`config.mk`:
```
export PLATFORM = sky130hd
export DESIGN_NAME = alarm_sequencer
export DESIGN_NICKNAME = d
export VERILOG_FILES = /design/src/rtl/alarm_pkg.sv /design/src/rtl/input_debouncer.sv /design/src/rtl/alarm_sequencer.sv
export SDC_FILE = /design/constraint.sdc
export NUM_CORES = 1
export LEC_CHECK = 0
export CORE_MARGIN = 2
export CORE_UTILIZATION = 35
export DETAILED_ROUTE_END_ITERATION = 10
export GPL_TIMING_DRIVEN = 0
export HOLD_SLACK_MARGIN = 0.12
export SYNTH_ARGS = -nofsm -noshare
export SYNTH_HDL_FRONTEND = slang
export SYNTH_SLANG_ARGS = --single-unit
```
`constraint.sdc`:
```
create_clock -name clk -period 5.92 [get_ports clk]
set_input_delay 0.592 -clock clk [delete_from_list [all_inputs] [get_ports clk]]
set_output_delay 0.592 -clock clk [all_outputs]
set_load 0.01 [all_outputs]
```
`src/rtl/alarm_pkg.sv`:
```
// Shared encodings for the alarm display sequencer: FSM states, display colour
// codes, alarm cause and debounced-input lane indices.
package alarm_pkg;
  localparam int TIMER_W = 8;
  localparam int NUM_IN  = 5;

  localparam int IDX_ARM  = 0;
  localparam int IDX_DOOR = 1;
  localparam int IDX_WIN  = 2;
  localparam int IDX_MOT  = 3;
  localparam int IDX_TEMP = 4;

  typedef enum logic [2:0] {
    ST_DISARMED = 3'd0,
    ST_EXIT     = 3'd1,
    ST_ARMED    = 3'd2,
    ST_ENTRY    = 3'd3,
    ST_ALARM    = 3'd4
  } state_e;

  typedef enum logic [2:0] {
    DM_IDLE      = 3'd0,
    DM_TEMP      = 3'd1,
    DM_INTRUSION = 3'd2,
    DM_WINDOW    = 3'd3,
    DM_ARMED     = 3'd4,
    DM_PENDING   = 3'd5
  } mode_e;

  typedef enum logic {
    CAUSE_INTRUSION = 1'b0,
    CAUSE_WINDOW    = 1'b1
  } cause_e;

  function automatic mode_e cause_mode(input cause_e c);
    return (c == CAUSE_WINDOW) ? DM_WINDOW : DM_INTRUSION;
  endfunction

  function automatic logic is_blinking(input state_e s);
    return (s == ST_EXIT) || (s == ST_ENTRY) || (s == ST_ALARM);
  endfunction
endpackage

```
`src/rtl/input_debouncer.sv`:
```
// Two-flop synchronizer followed by a frame-tick debounce filter: the filtered
// value only follows the input after DEBOUNCE_FRAMES consecutive disagreeing ticks.
module input_debouncer #(
  parameter int DEBOUNCE_FRAMES = 2
) (
  input  logic clk,
  input  logic reset,
  input  logic i_raw,
  input  logic i_tick,
  output logic o_filt
);
  logic       r_meta;
  logic       r_sync;
  logic       r_filt;
  logic [3:0] r_cnt;
  logic [3:0] w_cnt_inc;

  assign w_cnt_inc = r_cnt + 4'd1;

  always_ff @(posedge clk or posedge reset) begin
    if (reset) begin
      r_meta <= 1'b0;
      r_sync <= 1'b0;
      r_filt <= 1'b0;
      r_cnt  <= '0;
    end else begin
      r_meta <= i_raw;
      r_sync <= r_meta;
      if (i_tick) begin
        if (r_sync != r_filt) begin
          if (w_cnt_inc == 4'(DEBOUNCE_FRAMES)) begin
            r_filt <= r_sync;
            r_cnt  <= '0;
          end else begin
            r_cnt  <= w_cnt_inc;
          end
        end else begin
          r_cnt <= '0;
        end
      end
    end
  end

  assign o_filt = r_filt;
endmodule

```
`src/rtl/alarm_sequencer.sv`:
```
// Arm/exit/entry/alarm controller for the alarm VGA display. State reacts every
// clock; the display colour code only changes on frame_tick so frames never tear.
module alarm_sequencer
  import alarm_pkg::*;
#(
  parameter int EXIT_FRAMES     = 60,
  parameter int ENTRY_FRAMES    = 30,
  parameter int BLINK_FRAMES    = 15,
  parameter int DEBOUNCE_FRAMES = 2
) (
  input  logic               clk,
  input  logic               reset,
  input  logic               arm_in,
  input  logic               door_in,
  input  logic               window_in,
  input  logic               motion_in,
  input  logic               temp_in,
  input  logic               clear_in,
  input  logic               frame_tick,
  output logic [2:0]         display_mode,
  output logic [2:0]         state,
  output logic               alarm_active,
  output logic [TIMER_W-1:0] delay_remaining
);
  logic [NUM_IN-1:0] w_raw;
  logic [NUM_IN-1:0] w_filt;
  logic              w_arm, w_door, w_win, w_mot, w_temp;

  logic              r_clr_meta, r_clr_sync;

  state_e             r_state, w_state_nx;
  logic [TIMER_W-1:0] r_timer, w_timer_nx;
  cause_e             r_cause, w_cause_nx;
  logic               r_blink, w_blink_nx;
  logic [TIMER_W-1:0] r_bcnt,  w_bcnt_nx;
  mode_e              r_mode,  w_mode_nx;

  assign w_raw = {temp_in, motion_in, window_in, door_in, arm_in};

  input_debouncer #(.DEBOUNCE_FRAMES(DEBOUNCE_FRAMES)) u_deb [NUM_IN-1:0] (
    .clk    (clk),
    .reset  (reset),
    .i_raw  (w_raw),
    .i_tick (frame_tick),
    .o_filt (w_filt)
  );

  assign w_arm  = w_filt[IDX_ARM];
  assign w_door = w_filt[IDX_DOOR];
  assign w_win  = w_filt[IDX_WIN];
  assign w_mot  = w_filt[IDX_MOT];
  assign w_temp = w_filt[IDX_TEMP];

  // Clear must act quickly, so it is synchronized but never debounced.
  always_ff @(posedge clk or posedge reset) begin
    if (reset) begin
      r_clr_meta <= 1'b0;
      r_clr_sync <= 1'b0;
    end else begin
      r_clr_meta <= clear_in;
      r_clr_sync <= r_clr_meta;
    end
  end

  always_ff @(posedge clk or posedge reset) begin
    if (reset) begin
      r_state <= ST_DISARMED;
      r_timer <= '0;
      r_cause <= CAUSE_INTRUSION;
      r_blink <= 1'b1;
      r_bcnt  <= '0;
      r_mode  <= DM_IDLE;
    end else begin
      r_state <= w_state_nx;
      r_timer <= w_timer_nx;
      r_cause <= w_cause_nx;
      r_blink <= w_blink_nx;
      r_bcnt  <= w_bcnt_nx;
      if (frame_tick) r_mode <= w_mode_nx;
    end
  end

  always_comb begin
    w_state_nx = r_state;
    w_timer_nx = r_timer;
    w_cause_nx = r_cause;
    if (r_clr_sync) begin
      w_state_nx = ST_DISARMED;
    end else if (w_win && (r_state != ST_ALARM)) begin
      w_state_nx = ST_ALARM;
      w_cause_nx = CAUSE_WINDOW;
    end else if (!w_arm && (r_state == ST_EXIT || r_state == ST_ARMED ||
                            r_state == ST_ENTRY)) begin
      w_state_nx = ST_DISARMED;
    end else begin
      case (r_state)
        ST_DISARMED: if (w_arm) begin
          w_state_nx = ST_EXIT;
          w_timer_nx = TIMER_W'(EXIT_FRAMES);
        end
        ST_EXIT: if (frame_tick) begin
          if (r_timer == TIMER_W'(1))   w_state_nx = ST_ARMED;
          else if (r_timer != '0)       w_timer_nx = r_timer - TIMER_W'(1);
        end
        ST_ARMED: if (w_door && w_mot) begin
          w_state_nx = ST_ENTRY;
          w_timer_nx = TIMER_W'(ENTRY_FRAMES);
        end
        ST_ENTRY: if (frame_tick) begin
          if (r_timer == TIMER_W'(1)) begin
            w_state_nx = ST_ALARM;
            w_cause_nx = CAUSE_INTRUSION;
          end else if (r_timer != '0) begin
            w_timer_nx = r_timer - TIMER_W'(1);
          end
        end
        default: ;
      endcase
    end
    // Only the countdown states ever hold a non-zero timer.
    if (!(w_state_nx == ST_EXIT || w_state_nx == ST_ENTRY)) w_timer_nx = '0;
  end

  always_comb begin
    w_blink_nx = r_blink;
    w_bcnt_nx  = r_bcnt;
    if (!is_blinking(w_state_nx) || (w_state_nx != r_state)) begin
      w_blink_nx = 1'b1;
      w_bcnt_nx  = '0;
    end else if (frame_tick) begin
      if (r_bcnt == TIMER_W'(BLINK_FRAMES - 1)) begin
        w_blink_nx = ~r_blink;
        w_bcnt_nx  = '0;
      end else begin
        w_bcnt_nx  = r_bcnt + TIMER_W'(1);
      end
    end
  end

  // Uses pre-tick state so a transition on the tick shows up one frame later.
  always_comb begin
    w_mode_nx = DM_IDLE;
    if (r_clr_sync) begin
      w_mode_nx = DM_IDLE;
    end else if (w_temp) begin
      w_mode_nx = DM_TEMP;
    end else begin
      case (r_state)
        ST_ALARM:          w_mode_nx = r_blink ? cause_mode(r_cause) : DM_IDLE;
        ST_EXIT, ST_ENTRY: w_mode_nx = r_blink ? DM_PENDING : DM_IDLE;
        ST_ARMED:          w_mode_nx = DM_ARMED;
        default:           w_mode_nx = DM_IDLE;
      endcase
    end
  end

  assign display_mode    = r_mode;
  assign state           = r_state;
  assign alarm_active    = (r_state == ST_ALARM);
  assign delay_remaining = r_timer;
endmodule
```
==> results of run 1 <==
==> routing by layer <==
layer | global-route usage, % | wire length (µm) | up-vias
met1 | 19.7 | 3340 | 1216
met5 | 0 | 0 | -
met3 | 5.06 | 214 | 12
met4 | 4.85 | 123 | 0
met2 | 21.6 | 2970 | 31
li1 | - | - | 1259
==> path summary, 6_finish.rpt <==
check                                                from                             to  slack, ns  depth (start not counted)
worst max-delay path                   state[1]$_DFF_PP0_                   alarm_active       3.29                          4
worst min-delay path            u_deb[4].r_meta$_DFF_PP0_      u_deb[4].r_sync$_DFF_PP0_       0.35                          0
worst max register to register      r_bcnt[0]$_DFFE_PP0P_          r_bcnt[3]$_DFFE_PP0P_       3.67                          7
worst min register to register  u_deb[4].r_meta$_DFF_PP0_      u_deb[4].r_sync$_DFF_PP0_       0.35                          0
max in group asynchronous                           reset  u_deb[4].r_cnt[0]$_DFFE_PP0P_       4.68                          3
min in group asynchronous                           reset           r_clr_meta$_DFF_PP0_       0.64                          2
==> state kept, by name, summed over array words and instances, names as in the netlist <==
register,flops
delay_remaining,8
u_deb.r_sync,5
u_deb.o_filt,5
u_deb.r_meta,5
display_mode,3
r_clr_sync,1
state,3
r_cause,1
r_blink,1
u_deb.r_cnt,20
r_clr_meta,1
r_bcnt,8
==> power groups by stage <==
stage / clock network (µW) / registers (µW) / logic [µW]
after floorplan: 0 / 582 / 331
after global placement: 0 / 597 / 433
after detailed placement: 0 / 601 / 444
after CTS: 436 / 594 / 446
after global routing: 453 / 610 / 498
final: 423 / 595 / 442
==> cells in the final DEF (no fill, tap or decap), types with 7 or more instances in the layout <==
master and instances:
clkdlybuf4s50_1 23, ha_1 15, nand2_1 32, xnor2_1 7, dfrtp_1 60, nand2b_1 12, nand3_1 10, clkbuf_1 10
nor2_1 33, inv_1 13, a21oi_1 21, clkbuf_8 11, o21ai_0 15, and3_1 7, o22ai_1 7, nor3_1 19
==> logic make-up after synthesis <==
kind of cell | count (synthesis)
and+or+nand+nor | 132
AOI/OAI and AO/OA | 82
DFF | 61
buffers and inverters | 25
adders and majority gates | 15
xor gates and xnor gates | 10
muxes | 7
==> stage by stage <==
step	total power, µW	hold WS [ns]	setup slack, ns	util [%]	cell area [µm²]
floorplan	912	0.331	3.82	-	3200
global placement	1030	0.335	2.63	40.5	3560
detailed placement	1040	0.336	3.26	40.7	3580
CTS	1470	0.354	3.25	43.3	3810
global route	1560	0.358	3.12	43.3	3810
finish	1460	0.351	3.29	43.3	3810
==> critical path: stages (launching register included) <==
cell and delay (ns):
dfrtp_1 0.47, nor2_1 0.42, nand2_1 0.20, inv_1 0.09
clkdlybuf4s50_1 0.53
==> layout make-up <==
cell class              count  share of cell area, %
flip-flops and latches     61                   40.1
inverters                  14                   1.38
clock inverters             3                   1.77
plain buffers              11                   1.25
repair buffers             24                   6.57
clock buffers              13                   4.17
multi-input cells         246                   41.2
well taps                 108                   3.55
==> results.yml, run 1 <==
outcome:
  outcome: "finished clean"
yosys:
  ys_warn_count: 0
  synth_instances: 332
  syn-cell-area_mm2: 0.00320
  synth.yosys.seq_area_share_pct: 47.8
  synth.largest_area_cell: "dfrtp_1"
  synth-compound-area-share_pct: 17.9
  synthSimpleGateAreaFrac_pct: 20.2
  synth_top_cell_area_share_pct: 46.9
  fraction_of_registers_with_async_set_reset_pct: 100
  top_post_synthesis_cells_by_count: "60 x dfrtp_1, 33 x nor2_1, 32 x nand2_1, 21 x a21oi_1, 19 x nor3_1"
  leading_cell_type_by_number_of_instances_after_synthesis: "dfrtp_1"
  synthMuxAreaShare_pct: 2.43
  seq_cells_post_synth: 61
  largest_family_of_logic_cells_by_synthesized_area: "simple AND/OR/NAND/NOR gates"
  synthTopCellsByArea: "dfrtp_1 47%, ha_1 5.9%, nor2_1 3.9%"
  synth_enable_flop_cells: 0
  post_synth_fa_ha_maj_area_fraction_pct: 5.87
  post_synth_num_cell_types: 49
  yosys_most_used_dff: "dfrtp_1"
  mappedNetlistNets: 356
  syn_area_per_cell_um2: 9.63
  synth-xor-area-share_pct: 2.74
min_path:
  hold_crit_path_type: "flip-flop to flip-flop"
layout:
  num-nets-final: 391
  stdcell_count: 480
  sequential_cell_area_mm2: 0.00153
  antenna_cells_inserted: 0
  multi_input_comb_area_mm2: 0.00157
  layout_fillers: 871
  area_growth_pct: 19.1
  drive_gt1_share_pct: 8.33
grt:
  gr-usage-all-layers_pct: 14.5
  wire_length_of_the_first_global_routing_pass_mm: 11.4
  vias_in_the_first_global_route: 2418
  antenna_found_initial: 0
  grt_remaining_overflow: 0
  pin_count_of_the_biggest_net_entering_global_routing: 35
timing:
  unrepaired_setup_endpoints_after_global_routing: "false"
  number_of_max_slew_violations_in_the_final_report: 0
  setup_viol_count_final: 0
  min_period_over_period_pct: 44.5
  timing.max_slew.rel_slack_pct: 59.2
  timing.fmax_mhz: 380
  tns_setup_ns: 0
  clock-skew-final_ns: 0.00708
  worst_slew_pin_slew_ns: 0.612
  period_needed_ns: 2.63
  timing_hold_violations_final: 0
critical_path:
  cp.required_ns: 5.33
  worst_setup_path_start_kind: "flip-flop"
  cp.arrival_ns: 2.04
  criticalPathCategory: "flip-flop to primary output"
  kind_of_end_point_of_the_critical_path: "primary output"
  critical_path_peak_fanout: 8
clock_tree:
  cts_htree_levels: 3
  clk-insertion-delay-late_ns: 0.34
  clock-root-buffer: "clkbuf_8"
  cts.reportedPaths.clkPinSlew_ns: 0.07
  tritoncts.num_buffers: 9
  cts_tree: "yes"
  cts-root-to-sink-buffers: 2
  post_cts_hold_buffer_count: 0
  number_of_buffers_inserted_by_post_cts_setup_repair: 0
  postCtsResizedCells: 0
  cts_sinks: 61
power_and_ir_drop:
  p_comb_share_pct: 30.3
  powerDensity_mw_per_mm2: 383
  p_switching_uw: 496
  pwr-share-seq_pct: 40.7
  internal-power_uw: 964
  leakage_uw: 0.00157
  power_frac_clock_pct: 29.0
  sw_frac_of_total_pct: 34.0
  worst_ir_drop_vdd_v: 0.000147
die:
  design.die.area_mm2: 0.00992
  dieHeight_um: 99.6
  die_w_um: 99.6
  boundaryPins: 24
  fp-row-count: 34
  core_area_mm2: 0.00881
  initial_utilization_pct: 36.3
flow_run:
  cap_viol_max_count: 0
placement:
  placement.io_buffers: 23
  hpwlAfterDp_mm: 4.71
  gp_congestion: 0.749
  numPlacedInstances: 464
routing:
  drt-initial-drc-count: 106
  total_via_count_after_detailed_routing: 2518
  drc: 0
  number_of_nets_with_antenna_violations_after_routing: 0
  drt-total-wl_mm: 6.64
  vias_per_cell: 5.25
  drt_pre_antenna_iters: 4
  routedWlPerCell_um: 13.8
(Power assumes the default switching activity.)
==> inputs of run 2 (changes only) <==
clock period = 2.35 ns   (was 5.92 ns; I/O delays follow)
==> results.yml, run 2 (synthesis results as in run 1) <==
routing:
  drt-total-wl_mm: 6.65
  routedWlPerCell_um: 13.8
  total_via_count_after_detailed_routing: 2531
  drc: 0
  drt-initial-drc-count: 111
  number_of_nets_with_antenna_violations_after_routing: 0
  drt_pre_antenna_iters: 4
  vias_per_cell: 5.27
layout:
  stdcell_count: 480
  num-nets-final: 391
  largest_register_ffs: 20
  drive_gt1_share_pct: 9.14
  most_flop_heavy_register: "u_deb.r_cnt"
  antenna_cells_inserted: 0
  area_growth_pct: 19.4
  commonest_cells_after_routing_fill_and_taps_aside: "60 x dfrtp_1, 32 x nor2_1, 32 x nand2_1"
  layout_fillers: 869
  final_common_cell: "dfrtp_1"
  cell_area_after_layout_mm2: 0.00382
clock_tree:
  tritoncts.num_buffers: 9
  cts.reportedPaths.clkPinSlew_ns: 0.07
  cts-root-to-sink-buffers: 2
  cts_tree: "yes"
  cts_htree_levels: 3
  clock-root-buffer: "clkbuf_8"
  clk-insertion-delay-late_ns: 0.34
  cts_sinks: 61
  number_of_buffers_inserted_by_post_cts_setup_repair: 0
grt:
  gr-usage-all-layers_pct: 14.5
  vias_in_the_first_global_route: 2418
  wire_length_of_the_first_global_routing_pass_mm: 11.4
  grt_remaining_overflow: 0
  pin_count_of_the_biggest_net_entering_global_routing: 35
  antenna_found_initial: 0
die:
  fp-row-count: 34
  boundaryPins: 24
  die_w_um: 99.6
  initial_utilization_pct: 36.3
  core_area_mm2: 0.00881
  design.die.area_mm2: 0.00992
  dieHeight_um: 99.6
critical_path:
  r2r-end: "r_bcnt[2]$_DFFE_PP0P_"
  reg2reg_setup_slack_ns: 0.23
  max_stage_delay_ns: 0.52
  critical_path_peak_fanout: 8
  reg2reg_depth: 7
  cp.required_ns: 2.12
  cp.arrival_ns: 1.91
  criticalPathCategory: "flip-flop to primary output"
  cells_traversed_along_the_worst_timing_path: "nor2_2, nand2_1, inv_1, clkdlybuf4s50_1"
  critical-path-slowest-cell: "clkdlybuf4s50_1"
  r2r-start: "delay_remaining[2]$_DFFE_PP0P_"
  kind_of_end_point_of_the_critical_path: "primary output"
  worst_setup_path_start_kind: "flip-flop"
power_and_ir_drop:
  leakage_uw: 0.00158
  powerDensity_mw_per_mm2: 964
  worst_ir_drop_vdd_v: 0.000369
timing:
  finalWorstSetupSlack_ns: 0.204
  timing.fmax_mhz: 466
  worst_slew_pin_slew_ns: 0.612
  setup_viol_count_final: 0
  clock-skew-final_ns: 0.00709
  unrepaired_setup_endpoints_after_global_routing: "false"
  min_period_over_period_pct: 91.3
  timing_hold_violations_final: 0
  timing.max_slew.rel_slack_pct: 59.1
  number_of_max_slew_violations_in_the_final_report: 0
  tns_setup_ns: 0
  period_needed_ns: 2.15
placement:
  gp_congestion: 0.749
  postPlaceCellArea_mm2: 0.00358
  hpwlAfterDp_mm: 4.71
  placement.io_buffers: 23
  numPlacedInstances: 464
  pre_cts_slack_ns: 0.0483
min_path:
  hold_crit_path_type: "primary input to asynchronous set/reset pin"
flow_run:
  cap_viol_max_count: 0
outcome:
  outcome: "finished clean"
[run 2: final cells by class]
cell class	instances	area, µm²	share of cell area [%]
clock inverter	3	67.6	1.77
tap	108	135	3.54
inverter	14	52.6	1.38
sequential	61	1530	40.0
multi-input combinational	246	1580	41.3
timing repair buffer	24	250	6.55
buffer	11	48.8	1.28
clock buffer	13	159	4.16
[run 2: report_power, final]
part	total (µW)	internal [µW]	switching, µW
Sequential	1500	1250	247
Clock	1070	656	409
Combinational	1120	523	595
Total	3680	2430	1250
[run 2: worst max-delay path: cells and delay by family (launching register included)]
family | cells | cell delay (ns)
buf+inv | 2 | 0.60
simple gates | 2 | 0.49
flops | 1 | 0.47
[run 2: what timing repair did]
item / CTS / global route
endpoints found under the setup margin: 0 / 2
gates resized for setup: 0 / 4
hold buffers: 0 / 0
[run 2: layer usage]
layer / part of all wire [%] / vias to the layer above / global-route usage (%)
met5: 0 / - / 0
met3: 3.3 / 12 / 5.06
li1: - / 1259 / -
met1: 50 / 1227 / 19.7
met4: 1.9 / 0 / 4.85
met2: 45 / 33 / 21.6
[run 2: metrics by stage]
| step | hold WS [ns] | utilization (%) | power [µW] |
|---|---|---|---|
| 3_3_place_gp | 0.335 | 40.5 | 2590 |
| 5_1_grt | 0.308 | 43.4 | 3940 |
| 4_1_cts | 0.297 | 43.3 | 3720 |
| 2_1_floorplan | 0.266 | - | 2300 |
| 3_5_place_dp | 0.336 | 40.7 | 2630 |
| 6_report | 0.284 | 43.4 | 3680 |
[run 2: worst max-delay path by stage]
stage,start,to,slack [ns],depth (start not counted)
after floorplan,r_bcnt[0]$_DFFE_PP0P_,r_bcnt[3]$_DFFE_PP0P_,0.32,7
after global placement,reset,u_deb[4].r_cnt[0]$_DFFE_PP0P_,-0.59,2
after detailed placement,frame_tick,u_deb[0].r_cnt[2]$_DFFE_PP0P_,0.05,6
after CTS,state[1]$_DFF_PP0_,alarm_active,0.03,4
after global routing,r_bcnt[0]$_DFFE_PP0P_,r_bcnt[3]$_DFFE_PP0P_,0.08,7
final,state[1]$_DFF_PP0_,alarm_active,0.20,4
==> inputs of run 3 (changes only) <==
CORE_MARGIN = 1.5   (was 2)
GPL_ROUTABILITY_DRIVEN = 1   (was not set)
==> results.yml, run 3 (synthesis results as in run 1) <==
timing:
  unrepaired_setup_endpoints_after_global_routing: "false"
  period_needed_ns: 2.15
  tns_setup_ns: 0
  finalWorstSetupSlack_ns: 0.205
  fin_worst_hold_slack_ns: 0.227
  worst_slew_pin_slew_ns: 0.525
  timing.fmax_mhz: 466
  timing.max_slew.rel_slack_pct: 65.0
  clock-skew-final_ns: 0.0108
  timing_hold_violations_final: 0
  min_period_over_period_pct: 91.3
  number_of_max_slew_violations_in_the_final_report: 0
  setup_viol_count_final: 0
critical_path:
  reg2reg_setup_slack_ns: 0.20
  worst_setup_path_start_kind: "flip-flop"
  critical_path_peak_fanout: 9
  cp.arrival_ns: 2.37
  cp.required_ns: 2.57
  kind_of_end_point_of_the_critical_path: "flip-flop"
  criticalPathCategory: "flip-flop to flip-flop"
grt:
  grt_use_met2_pct: 24.5
  gr-usage-all-layers_pct: 15.3
  globalRouteMet3Util_pct: 4.54
  grt_remaining_overflow: 0
  grtUsageMet1_pct: 20.2
  wire_length_of_the_first_global_routing_pass_mm: 11.8
  pin_count_of_the_biggest_net_entering_global_routing: 42
  global_route.peak_usage_layer: "met2"
  antenna_found_initial: 0
  vias_in_the_first_global_route: 2449
layout:
  antenna_cells_inserted: 0
  num-nets-final: 391
  largest_register_ffs: 20
  finalCoreUtilization_pct: 43.2
  drive_gt1_share_pct: 9.43
  most_flop_heavy_register: "u_deb.r_cnt"
  final_common_cell: "dfrtp_1"
  commonest_cells_after_routing_fill_and_taps_aside: "60 x dfrtp_1, 32 x nor2_1, 32 x nand2_1"
  cell_area_after_layout_mm2: 0.00380
  area_growth_pct: 19.0
clock_tree:
  clk-insertion-delay-late_ns: 0.34
  cts_sinks: 61
  post_cts_hold_buffer_count: 0
  cts_tree: "yes"
  number_of_buffers_inserted_by_post_cts_setup_repair: 0
  clock-root-buffer: "clkbuf_8"
  tritoncts.num_buffers: 9
  cts.reportedPaths.clkPinSlew_ns: 0.07
  cts-root-to-sink-buffers: 2
  cts_htree_levels: 3
die:
  boundaryPins: 24
  design.die.area_mm2: 0.00972
  fp-row-count: 34
  core_area_mm2: 0.00881
  die_w_um: 98.6
  dieHeight_um: 98.6
  initial_utilization_pct: 36.3
placement:
  postPlaceCellArea_mm2: 0.00358
  hpwlAfterDp_mm: 4.87
  pre_cts_slack_ns: -0.0190
  placement.io_buffers: 23
  gp_congestion: 0.788
routing:
  number_of_nets_with_antenna_violations_after_routing: 0
  drc: 0
  vias_per_cell: 5.31
  drt-total-wl_mm: 6.81
  total_via_count_after_detailed_routing: 2545
  drt_pre_antenna_iters: 6
  drt-initial-drc-count: 115
  routedWlPerCell_um: 14.2
power_and_ir_drop:
  worst_ir_drop_vdd_v: 0.000301
  internal-power_uw: 2390
  sw_frac_of_total_pct: 34.4
  power_frac_clock_pct: 27.9
  p_switching_uw: 1250
  pwr-share-seq_pct: 41.3
  powerDensity_mw_per_mm2: 957
  leakage_uw: 0.00158
  p_comb_share_pct: 30.8
outcome:
  outcome: "finished clean"
min_path:
  hold_crit_path_type: "primary input to asynchronous set/reset pin"
flow_run:
  cap_viol_max_count: 0
run 3: cell types whose count changed in the layout (fill, tap and decap cells not counted), sizes merged:
cell	change
clkbuf	-3
clkinv	+3
clkinvlp	-1
run 3: per-layer routing:
metal  up-vias  wire, µm  share of wire (%)
met5         -         0                  0
met4         0        74                1.1
met3         6       210                3.1
met2        29      3270                 48
met1      1245      3250                 48
li1       1265         -                  -
run 3: path summary, 6_finish.rpt:
| check | from | endpoint | cells after the start |
|---|---|---|---|
| worst max-delay path | delay_remaining[3]$_DFFE_PP0P_ | r_bcnt[2]$_DFFE_PP0P_ | 7 |
| worst min-delay path | reset | delay_remaining[4]$_DFFE_PP0P_ | 2 |
| worst max register to register | delay_remaining[3]$_DFFE_PP0P_ | r_bcnt[2]$_DFFE_PP0P_ | 7 |
| worst min register to register | u_deb[1].r_meta$_DFF_PP0_ | u_deb[1].r_sync$_DFF_PP0_ | 0 |
| max in group asynchronous | reset | r_blink$_DFFE_PP1P_ | 3 |
| min in group clk | arm_in | u_deb[0].r_meta$_DFF_PP0_ | 1 |
run 3: worst max-delay path, cell delays in order (launching register included):
cell and delay (ns):
dfrtp_1 0.44, or3_4 0.44, or3_1 0.39, buf_2 0.18, o2111ai_4 0.17, o21a_1 0.20, buf_4 0.16, nor3_1 0.06
run 3: power groups by stage:
stage | registers [µW] | logic [µW] | clock network, µW
final | 1500 | 1120 | 1020
after global placement | 1500 | 1090 | 0
after floorplan | 1470 | 833 | 0
after CTS | 1500 | 1130 | 1060
after detailed placement | 1510 | 1130 | 0
after global routing | 1540 | 1280 | 1100
run 3: final cells by class:
| class | count | area (µm²) |
|---|---|---|
| clock inverters | 5 | 75.1 |
| flip-flops and latches | 61 | 1530 |
| repair buffers | 24 | 250 |
| plain buffers | 11 | 48.8 |
| multi-input cells | 246 | 1580 |
| well taps | 108 | 135 |
| clock buffers | 10 | 138 |
| fillers | 867 | 5000 |
| inverters | 14 | 52.6 |
run 3: metrics by stage:
stage	total power, µW	cells
after floorplan	2300	332
after CTS	3690	479
final	3640	479
after global routing	3930	479
after detailed placement	2640	464
after global placement	2590	463
run 3: timing repair:
item / CTS / global route
gates resized for setup: 1 / 3
endpoints found under the hold margin: 0 / 0
endpoints found under the setup margin: 1 / 1
